### config.mk
export PLATFORM = sky130hd
export DESIGN_NAME = if_fetch_unit
export DESIGN_NICKNAME = d
export VERILOG_FILES = /design/src/rtl/if_fetch_unit.sv
export SDC_FILE = /design/constraint.sdc
export NUM_CORES = 1
export LEC_CHECK = 0
export ABC_AREA = 1
export ABC_CLOCK_PERIOD_IN_PS = 5200
export CAP_MARGIN = 0
export CORE_ASPECT_RATIO = 0.75
export CORE_MARGIN = 1
export CORE_UTILIZATION = 35
export DETAILED_ROUTE_END_ITERATION = 12
export PLACE_DENSITY = 0.64
export SYNTH_ARGS = -nofsm -noshare
export SYNTH_HDL_FRONTEND = slang
export SYNTH_SLANG_ARGS = --single-unit
### constraint.sdc
create_clock -name clk -period 5.2 [get_ports clk]
set_input_delay 1.04 -clock clk [delete_from_list [all_inputs] [get_ports clk]]
set_output_delay 1.04 -clock clk [all_outputs]
set_load 0.005 [all_outputs]
### src/rtl/if_fetch_unit.sv
// Instruction-fetch front end: owns the fetch PC, keeps one request in flight to
// instruction memory, and feeds the IF/ID register under freeze/flush control.
module if_fetch_unit #(
    parameter logic [31:0] RESET_PC  = 32'h0000_0000,
    parameter logic [31:0] NOP_INSTR = 32'h0000_0000
) (
    input  logic        clk,
    input  logic        rst,
    input  logic        i_freeze,
    input  logic        i_branch_taken,
    input  logic [31:0] i_branch_addr,
    output logic        o_imem_req,
    output logic [31:0] o_imem_addr,
    input  logic        i_imem_gnt,
    input  logic        i_imem_rvalid,
    input  logic [31:0] i_imem_rdata,
    output logic [31:0] o_pc_out,
    output logic [31:0] o_instruction_out,
    output logic        o_fetch_valid
);

    typedef enum logic [1:0] {
        S_REQ  = 2'd0,
        S_WAIT = 2'd1,
        S_HOLD = 2'd2,
        S_DROP = 2'd3
    } state_t;

    state_t      r_state;
    logic [31:0] r_fetch_pc;
    logic [31:0] r_hold_pc;
    logic [31:0] r_hold_instr;

    logic [31:0] w_target;
    logic [31:0] w_pc_next;
    logic        w_live;
    logic        w_hold;
    logic        w_valid;

    assign w_target  = {i_branch_addr[31:2], 2'b00};
    assign w_pc_next = r_fetch_pc + 32'd4;
    assign w_live    = (r_state == S_WAIT) && i_imem_rvalid;
    assign w_hold    = (r_state == S_HOLD);
    // A redirect squashes whatever is being presented in the same cycle.
    assign w_valid   = !i_branch_taken && (w_live || w_hold);

    assign o_imem_req        = (r_state == S_REQ) && !rst;
    assign o_imem_addr       = r_fetch_pc;
    assign o_fetch_valid     = w_valid;
    assign o_pc_out          = !w_valid ? 32'h0000_0000 :
                               (w_hold ? r_hold_pc : w_pc_next);
    assign o_instruction_out = !w_valid ? NOP_INSTR :
                               (w_hold ? r_hold_instr : i_imem_rdata);

    // Fetch state machine, PC and hold buffer.
    always_ff @(posedge clk or posedge rst) begin
        if (rst) begin
            r_state      <= S_REQ;
            r_fetch_pc   <= RESET_PC;
            r_hold_pc    <= 32'h0000_0000;
            r_hold_instr <= NOP_INSTR;
        end else begin
            case (r_state)
                S_REQ: begin
                    if (i_branch_taken) begin
                        r_fetch_pc <= w_target;
                        r_state    <= i_imem_gnt ? S_DROP : S_REQ;
                    end else if (i_imem_gnt) begin
                        r_state <= S_WAIT;
                    end else begin
                        r_state <= S_REQ;
                    end
                end
                S_WAIT: begin
                    if (i_branch_taken) begin
                        r_fetch_pc <= w_target;
                        r_state    <= i_imem_rvalid ? S_REQ : S_DROP;
                    end else if (i_imem_rvalid && !i_freeze) begin
                        r_fetch_pc <= w_pc_next;
                        r_state    <= S_REQ;
                    end else if (i_imem_rvalid) begin
                        r_hold_pc    <= w_pc_next;
                        r_hold_instr <= i_imem_rdata;
                        r_state      <= S_HOLD;
                    end else begin
                        r_state <= S_WAIT;
                    end
                end
                S_HOLD: begin
                    if (i_branch_taken) begin
                        r_fetch_pc   <= w_target;
                        r_hold_pc    <= 32'h0000_0000;
                        r_hold_instr <= NOP_INSTR;
                        r_state      <= S_REQ;
                    end else if (!i_freeze) begin
                        r_fetch_pc <= w_pc_next;
                        r_state    <= S_REQ;
                    end else begin
                        r_state <= S_HOLD;
                    end
                end
                S_DROP: begin
                    // The squashed response may land together with a new redirect;
                    // nothing else is outstanding then, so fetching can resume.
                    if (i_branch_taken) begin
                        r_fetch_pc <= w_target;
                    end
                    r_state <= i_imem_rvalid ? S_REQ : S_DROP;
                end
                default: begin
                    r_state <= S_REQ;
                end
            endcase
        end
    end

endmodule

* Word level (Yosys, flattened, before mapping)
Index checks and enable logic that the tools add are counted.
** Cells by class
- Reduce and logical (&&, ||, !) cells :: 13
- Div/mod/pow operators :: 0
- Add/sub/neg operators :: 1
- Equality and inequality tests :: 10
- Shifts and indexed selects :: 0
- Magnitude comparators :: 0
- Muxes and demuxes :: 29
- Multiply operators :: 0
- Bitwise gates (word level) :: 0
** Operator list (number)
- 32-bit 2-to-1 mux :: 16
- 32-bit case mux with 2 select lines :: 2
- 32-bit case mux with 3 select lines :: 1
- 32-bit by 3-bit adder with 32-bit output (second input constant) :: 1
- 2-bit 2-to-1 mux :: 8
- 2-bit inequality test (second input constant) :: 4
- 2-bit case mux with 4 select lines :: 1
- 5-bit AND reduction :: 1
- 2-bit equality test (second input constant) :: 2
- 1-bit logical AND :: 4
- 1-bit zero test :: 3
- 3-bit by 2-bit inequality test with 1-bit output (second input constant) :: 1
- 3-bit inequality test (second input constant) :: 1
- 3-bit AND reduction :: 1
- 2-bit by 1-bit equality test with 1-bit output (second input constant) :: 1
- 2-bit zero test :: 1
- 2-bit by 1-bit inequality test with 1-bit output (second input constant) :: 1
- 2-bit nonzero test :: 1
- 2-bit OR reduction :: 1
- 1-bit logical OR :: 1
- 1-bit 2-to-1 mux :: 1
** Storage, ports and cells
- Memory bits (writable) :: 0
- Bits of input ports :: 70
- ROM bits :: 0
- Memories kept :: 0
- Register bits after elaboration :: 98
- Bits in latches :: 0
- Word-level logic and storage cells :: 57
- Output and inout port bits :: 98

* Logic depth before layout (Yosys ltp)
Gate-level depths: netlist of the first run.
- Word-level depth :: 5
- Gate-level depth with buffers :: 11
- Mapped depth without buffers :: 10

* Least setup slack after synthesis of the first run
Ideal clock, no wire load.
- Path type :: input to output
- From :: in i_imem_rvalid
- To :: out o_pc_out[11]
- Path buffers :: 1
- Required time :: 4160 ps
- Cell stages on the path :: 7
- Arrival :: 1924 ps
- Slack :: 2236 ps
- Cells stage by stage :: inv_1 > nor2_1 > nand2_2 > clkinv_1 > clkbuf_1 > nand3_1 > nand2_1
** Between the ends
- Word-level cells in the longest chain between the ends :: 4
** Ends and longest elaborated chain
- from (decl) :: RTL line 15 : input logic i_imem_rvalid,
- 1-bit logical AND :: RTL line 42 : assign w_live = (r_state == S_WAIT) && i_imem_rvalid;
- 1-bit logical OR :: RTL line 45 : assign w_valid = !i_branch_taken && (w_live || w_hold);
- 1-bit logical AND :: RTL line 45
- 32-bit 2-to-1 mux :: RTL line 50 : assign o_pc_out = !w_valid ? 32'h0000_0000 :
- to (decl) :: RTL line 17 : output logic [31:0] o_pc_out,
Every way passes these cells.

* Worst setup path after layout of the first run
- From :: in i_branch_taken
- To :: out o_pc_out[31]
** Between the ends
- Word-level cells in the longest chain between the ends :: 3
** Ends and longest elaborated chain
- from (decl) :: RTL line 10 : input logic i_branch_taken,
- 1-bit zero test :: RTL line 45
- 1-bit logical AND :: RTL line 45
- 32-bit 2-to-1 mux :: RTL line 50
Every way passes these cells.

==> reports/metrics.csv, run 1 <==
stage;metric;value;unit
hold_path;min_from;r_hold_pc[3]$_DFFE_PP0P_;
placement;placed_cell_area;0.00753;mm²
floorplan;io-pin-count;168;
placement;place_congestion;0.904;
placement;portBuffers;163;
hold_path;min_path_cells;2;
timing;hold_viol;0;
routing;routed_via_density;4.84;
hold_path;worstHoldEndpoint;r_hold_pc[3]$_DFFE_PP0P_;
timing;drv_slew;0;
setup_path;worst-path-max-fanout;26;
setup_path;startpoint_type;primary input;
routing;drc;0;
timing;grt_setup_unrepaired;no;
synth;synth.largest_area_cell;dfrtp_1;
synth;synth_flop_cell;dfrtp_1;
clock_tree;cts_buffer_depth;2;
cells_and_area;fin_cells;1237;
timing;fin_crit;4.55;ns
timing;finalSetupViolCount;0;
floorplan;die_w;150;µm
cells_and_area;mostFrequentLayoutCells;384 x nand2_1, 163 x clkdlybuf4s50_1, 104 x nor2_1;
synth;ys_types;27;
timing;worst_hold_slack;0.476;ns
global_routing;grt_overflow;0;
floorplan;dieArea;0.0170;mm²
timing;fin_worst_skew;0.00861;ns
clock_tree;clk_latency;0.35;ns
floorplan;fp.dieH;113;µm
setup_path;path_class;in -> out;
timing;min_period_over_period;87.5;%
synth;yosysSeqAreaShare;41.2;%
placement;hpwl;12500;µm
synth;yosys_warnings;0;
routing;finalWirelength;17600;µm
floorplan;coreArea;0.0161;mm²
floorplan;start_util;35.9;%
run;max-cap-violations;0;
cells_and_area;finalNetCount;1098;
global_routing;grt_pass1_vias;5407;
setup_path;required;4.16;ns
synth;synth_edf_count;0;
routing;detail-route-antenna-nets;0;
synth;synth_area;0.00577;mm²
floorplan;rows;40;
synth;synth_area_per_cell;6.51;µm²
hold_path;hold_class;reg -> reg;
clock_tree;clk_pin_slew;0.07;ns
timing;slew_headroom;40.6;%
global_routing;grt_max_degree;94;
setup_path;r2r_slack;1.94;ns
global_routing;grt_pass1_wl;28300;µm
clock_tree;cts_tree;done;
cells_and_area;area_growth;35.8;%
synth;ys_seq_elements;95;
cells_and_area;drive_gt1_share;3.12;%
global_routing;grt_antenna_before_repair;0;
setup_path;arrival;3.51;ns
clock_tree;cts-root-buf;clkbuf_16;
timing;worstMarginPinSlew;0.889;ns
clock_tree;clkSinkCount;95;
cells_and_area;n_antenna_cell;0;
setup_path;r2r-end;o_imem_addr[11]$_DFFE_PP0P_;
setup_path;cp-end-kind;output pin;
clock_tree;cts_resized;0;
power;power_density;522;mW/mm²
clock_tree;holdBufCountCts;0;
routing;via_count;5982;
synth;netlist.area_leader.share;41.2;%
setup_path;r2r_cells;10;
clock_tree;htreeDepth;3;
outcome;status;finished, final reports clean;
synth;synthArstFlopShare;100;%
timing;setup_tns;0;ns
routing;wl_per_cell;14.2;µm
routing;drt-initial-drc-count;472;
routing;dr.pass1.iters;5;
power;p_leak;3.67;nW
placement;dpl.cell_count;1221;
global_routing;grt_usage;21.3;%
synth;syn_inst;886;
cells_and_area;final_cell_area;0.00784;mm²
setup_path;timing.rr.start;r_state[0]$_DFF_PP0_;
synth;synthTopCellsByArea;dfrtp_1 41%, nand2_1 25%, nor2_1 6.8%;
clock_tree;cts_setup_buffers;0;
power;peakVddDrop;0.000169;V
cells_and_area;final_common_cell;nand2_1;
timing;fmax;220;MHz
cells_and_area;nFillCells;1644;
clock_tree;cts_made_buffers;9;
-- power by group --
group	switching [W]	internal (W)	total, W
Combinational	0.00115	0.000825	0.00198
Sequential	0.000323	0.00108	0.00141
Clock	0.000314	0.000389	0.000703
Total	0.00179	0.00230	0.00409
-- metal layers --
layer	part of all wire [%]	GRT usage, %	up-vias
met5	0	0	-
met4	1.0	4.85	0
met3	8.9	6.09	13
met2	41	31.2	198
met1	49	30.9	2711
li1	-	-	3060
-- layout make-up --
type                            count  area, µm²  area share, %
Multi-Input combinational cell    694       2980           38.1
Sequential cell                    95       2380           30.3
Timing Repair Buffer              170       1710           21.8
Tap cell                          210        263           3.35
Clock buffer                       10        239           3.05
Inverter                           52        198           2.52
Clock inverter                      6       67.6          0.862
-- how the worst max path moves through the flow --
stage	start	end	slack (ns)	cells past startpoint
after floorplan	rst	o_imem_addr[10]$_DFFE_PP0P_	1.68	1
after global placement	i_branch_taken	o_pc_out[31]	0.63	9
after detailed placement	i_branch_taken	o_pc_out[31]	0.63	9
after CTS	i_branch_taken	o_pc_out[31]	0.63	9
after global routing	i_branch_taken	o_pc_out[31]	0.43	9
final	i_branch_taken	o_pc_out[31]	0.65	9
-- synthesized netlist by cell type, drive strengths merged (2+ instances only) --
library cell / number
xor2: 3
nand3: 68
nor2: 107
clkbuf: 16
o211ai: 2
o21ai: 108
a21oi: 2
and2: 4
nand3b: 2
inv: 51
ha: 6
buf: 30
xnor2: 4
nand2: 385
dfrtp: 95
-- logic make-up after synthesis --
kind of cell,count (synthesis),share of synthesized area [%]
adders and majority gates,6,1.30
xor gates and xnor gates,7,1.06
and+or+nand+nor,566,38.8
other,1,0.0650
DFF,95,41.2
buffers and inverters,98,7.55
AOI/OAI and AO/OA,113,10.0
-- registers in the layout, indices dropped and copies added, names as in the netlist --
name / flops
o_imem_addr: 30
r_hold_pc: 31
r_state: 2
r_hold_instr: 32
-- worst max-delay path: stages --
cell,delay [ns]
clkdlybuf4s50_1,0.62
nor2_1,0.11
nand2_2,0.08
clkinv_1,0.64
nor2_1,0.35
inv_1,0.09
nand3_1,0.09
nand2_1,0.05
clkdlybuf4s50_1,0.44
-- per-stage QoR --
| step | power, W | util (%) | setup slack [ns] |
|---|---|---|---|
| final | 0.00409 | 48.8 | 0.652 |
| after global routing | 0.00446 | 48.8 | 0.430 |
| after CTS | 0.00411 | 48.8 | 0.629 |
| after detailed placement | 0.00339 | 46.9 | 0.635 |
| after global placement | 0.00335 | 46.9 | 0.625 |
| after floorplan | 0.00254 | - | 1.68 |
No activity file was read; power rests on OpenSTA's default activity.
==> inputs of run 2 (changes only) <==
--- a/config.mk
+++ b/config.mk
@@ -6,13 +6,13 @@
 export NUM_CORES = 1
 export LEC_CHECK = 0
 export ABC_AREA = 1
-export ABC_CLOCK_PERIOD_IN_PS = 5200
 export CAP_MARGIN = 0
 export CORE_ASPECT_RATIO = 0.75
 export CORE_MARGIN = 1
 export CORE_UTILIZATION = 35
 export DETAILED_ROUTE_END_ITERATION = 12
 export PLACE_DENSITY = 0.64
+export SLEW_MARGIN = 20
 export SYNTH_ARGS = -nofsm -noshare
 export SYNTH_HDL_FRONTEND = slang
 export SYNTH_SLANG_ARGS = --single-unit
==> results of run 2 <==
No change in the layout: final DEF, timing and power equal those of run 1.
==> inputs of run 3 (changes only) <==
--- a/config.mk
+++ b/config.mk
@@ -11,7 +11,6 @@
 export CORE_MARGIN = 1
 export CORE_UTILIZATION = 35
 export DETAILED_ROUTE_END_ITERATION = 12
-export PLACE_DENSITY = 0.64
 export SLEW_MARGIN = 20
 export SYNTH_ARGS = -nofsm -noshare
 export SYNTH_HDL_FRONTEND = slang
==> run 3 against run 2 <==
Combinational power hardly changed. Global-route usage is 0.23 points higher. Critical path depth shrank 1. Largest cell class unchanged. Largest power group unchanged. Highest routed layer unchanged.
==> reports/metrics.csv, run 3 (synthesized netlist as in run 1, its figures left out) <==
stage;metric;value;unit;change
global_routing;grt_pass1_vias;5423;;+0.30%
cells_and_area;drive_gt1_share;3.30;%;+0.19 points
setup_path;startpoint_type;primary input;;
outcome;status;finished, final reports clean;;
clock_tree;cts_made_buffers;9;;unchanged
setup_path;cp-end-kind;output pin;;
clock_tree;clk_pin_slew;0.07;ns;about the same
placement;hpwl;12500;µm;+0.55%
hold_path;min_path_cells;2;;unchanged
floorplan;fp.dieH;113;µm;unchanged
floorplan;coreArea;0.0161;mm²;unchanged
setup_path;timing.rr.start;r_state[0]$_DFF_PP0_;;
placement;portBuffers;163;;unchanged
routing;finalWirelength;17600;µm;+0.12%
setup_path;worstPathCellList;clkdlybuf4s50_1 -> nor2_4 -> buf_12 -> nor2_1 -> inv_1 -> nand3_1 -> nand2_1 -> clkdlybuf4s50_1;;
cells_and_area;n_antenna_cell;0;;unchanged
setup_path;required;4.16;ns;about the same
timing;min_period_over_period;79.6;%;-7.9 points
routing;dr.pass1.iters;4;;-1
timing;slew_headroom;37.3;%;-3.3 points
clock_tree;holdBufCountCts;0;;unchanged
routing;drt-initial-drc-count;458;;-3.0%
timing;fin_crit;4.14;ns;-0.410 ns
floorplan;die_w;150;µm;unchanged
timing;fin_worst_skew;0.0115;ns;+0.00294 ns
power;peakVddDrop;0.000180;V;+6.4%
setup_path;crit_top_cell;clkdlybuf4s50_1;;
global_routing;grt_max_degree;73;;-22%
clock_tree;htreeDepth;3;;unchanged
cells_and_area;regMostFlops;r_hold_instr;;
timing;finalSetupViolCount;0;;unchanged
floorplan;start_util;35.9;%;unchanged
routing;wl_per_cell;14.2;µm;about the same
power;power_density;521;mW/mm²;about the same
power;p_leak;3.68;nW;+0.31%
clock_tree;cts_setup_buffers;0;;unchanged
timing;hold_viol;0;;unchanged
setup_path;setup.worst_path.start;i_branch_taken;;
timing;worstMarginPinSlew;0.941;ns;+0.0518 ns
run;max-cap-violations;0;;unchanged
timing;grt_setup_unrepaired;no;;
timing;setup_tns;0;ns;unchanged
floorplan;rows;40;;unchanged
setup_path;crit_path_end;o_pc_out[31];;
timing;worst_hold_slack;0.477;ns;+0.00117 ns
global_routing;grt_usage;21.6;%;+0.23 points
clock_tree;cts_buffer_depth;2;;unchanged
global_routing;grt_pass1_wl;28400;µm;+0.56%
hold_path;hold_class;reg -> reg;;
global_routing;grt_antenna_before_repair;0;;unchanged
setup_path;path_class;in -> out;;
setup_path;arrival;3.10;ns;-0.41 ns
clock_tree;clk_latency;0.36;ns;about the same
global_routing;grt_overflow;0;;unchanged
setup_path;r2r-end;r_hold_instr[1]$_DFFE_PP0P_;;
setup_path;cpPeakStageDelay;0.54;ns;-0.10 ns
timing;drv_slew;0;;unchanged
timing;fmax;242;MHz;+9.9%
clock_tree;cts-root-buf;clkbuf_16;;
routing;routed_via_density;4.69;;-3.0%
routing;detail-route-antenna-nets;0;;unchanged
cells_and_area;largest_reg_flops;32;;unchanged
cells_and_area;area_growth;36.1;%;
routing;via_count;5813;;-2.8%
clock_tree;cts_tree;done;;
setup_path;r2r_slack;1.81;ns;-0.13 ns
placement;place_congestion;0.860;;-4.9%
clock_tree;cts_resized;0;;unchanged
cells_and_area;final_common_cell;nand2_1;;
setup_path;worst-path-max-fanout;45;;+73%
setup_path;r2r_cells;8;;-2
floorplan;dieArea;0.0170;mm²;unchanged
cells_and_area;mostFrequentLayoutCells;383 x nand2_1, 163 x clkdlybuf4s50_1, 104 x nor2_1;;
routing;drc;0;;unchanged
clock_tree;clkSinkCount;95;;unchanged
cells_and_area;finalNetCount;1100;;+0.18%
setup_path;cpMaxStageDelayCell;clkdlybuf4s50_1;;
floorplan;io-pin-count;168;;unchanged
[run 3: worst min-delay path by stage]
stage                                   start                   endpoint  slack, ns
floorplan            r_hold_pc[3]$_DFFE_PP0P_   r_hold_pc[3]$_DFFE_PP0P_       0.44
global placement     r_hold_pc[3]$_DFFE_PP0P_   r_hold_pc[3]$_DFFE_PP0P_       0.45
detailed placement   r_hold_pc[3]$_DFFE_PP0P_   r_hold_pc[3]$_DFFE_PP0P_       0.46
CTS                  r_hold_pc[3]$_DFFE_PP0P_   r_hold_pc[3]$_DFFE_PP0P_       0.48
global route        r_hold_pc[31]$_DFFE_PP0P_  r_hold_pc[31]$_DFFE_PP0P_       0.50
finish              r_hold_pc[19]$_DFFE_PP0P_  r_hold_pc[19]$_DFFE_PP0P_       0.48
[run 3: area by class of cell]
type	count	area, µm²
Fill cell	1624	8210
Clock inverter	6	93.8
Timing Repair Buffer	172	1710
Multi-Input combinational cell	694	2980
Clock buffer	10	229
Tap cell	210	263
Sequential cell	95	2380
Inverter	52	198
[run 3: critical path, delay by kind of cell]
| kind | cells | cell delay [ns] |
|---|---|---|
| buffers and inverters | 4 | 1.40 |
| AND/OR/NAND/NOR | 4 | 0.65 |
[run 3: per-layer routing]
layer | routed length (µm) | part of all wire (%) | vias to the layer above | GRT usage, %
li1 | - | - | 3056 | -
met1 | 9030 | 51 | 2580 | 32.3
met2 | 6960 | 40 | 158 | 29.9
met3 | 1350 | 7.7 | 19 | 6.17
met4 | 243 | 1.4 | 0 | 5.45
met5 | 0 | 0 | - | 0
[run 3: metrics by stage]
| stage | total power (W) | std cells | worst slack, ns | instance area (µm²) | utilization (%) |
|---|---|---|---|---|---|
| 4_1_cts | 0.00412 | 1239 | 1.00 | 7860 | 48.9 |
| 6_report | 0.00410 | 1239 | 1.06 | 7860 | 48.9 |
| 5_1_grt | 0.00448 | 1239 | 0.766 | 7860 | 48.9 |
| 3_3_place_gp | 0.00335 | 1223 | 1.03 | 7530 | 46.9 |
| 2_1_floorplan | 0.00254 | 887 | 1.68 | 5770 | - |
| 3_5_place_dp | 0.00338 | 1223 | 1.03 | 7530 | 46.9 |
[run 3: power breakdown]
part	total [W]	switching, W	leakage (nW)	internal (W)
Combinational	0.00196	0.00114	2.32	0.000821
Sequential	0.00140	0.000319	1.21	0.00108
Clock	0.000731	0.000306	0.153	0.000425
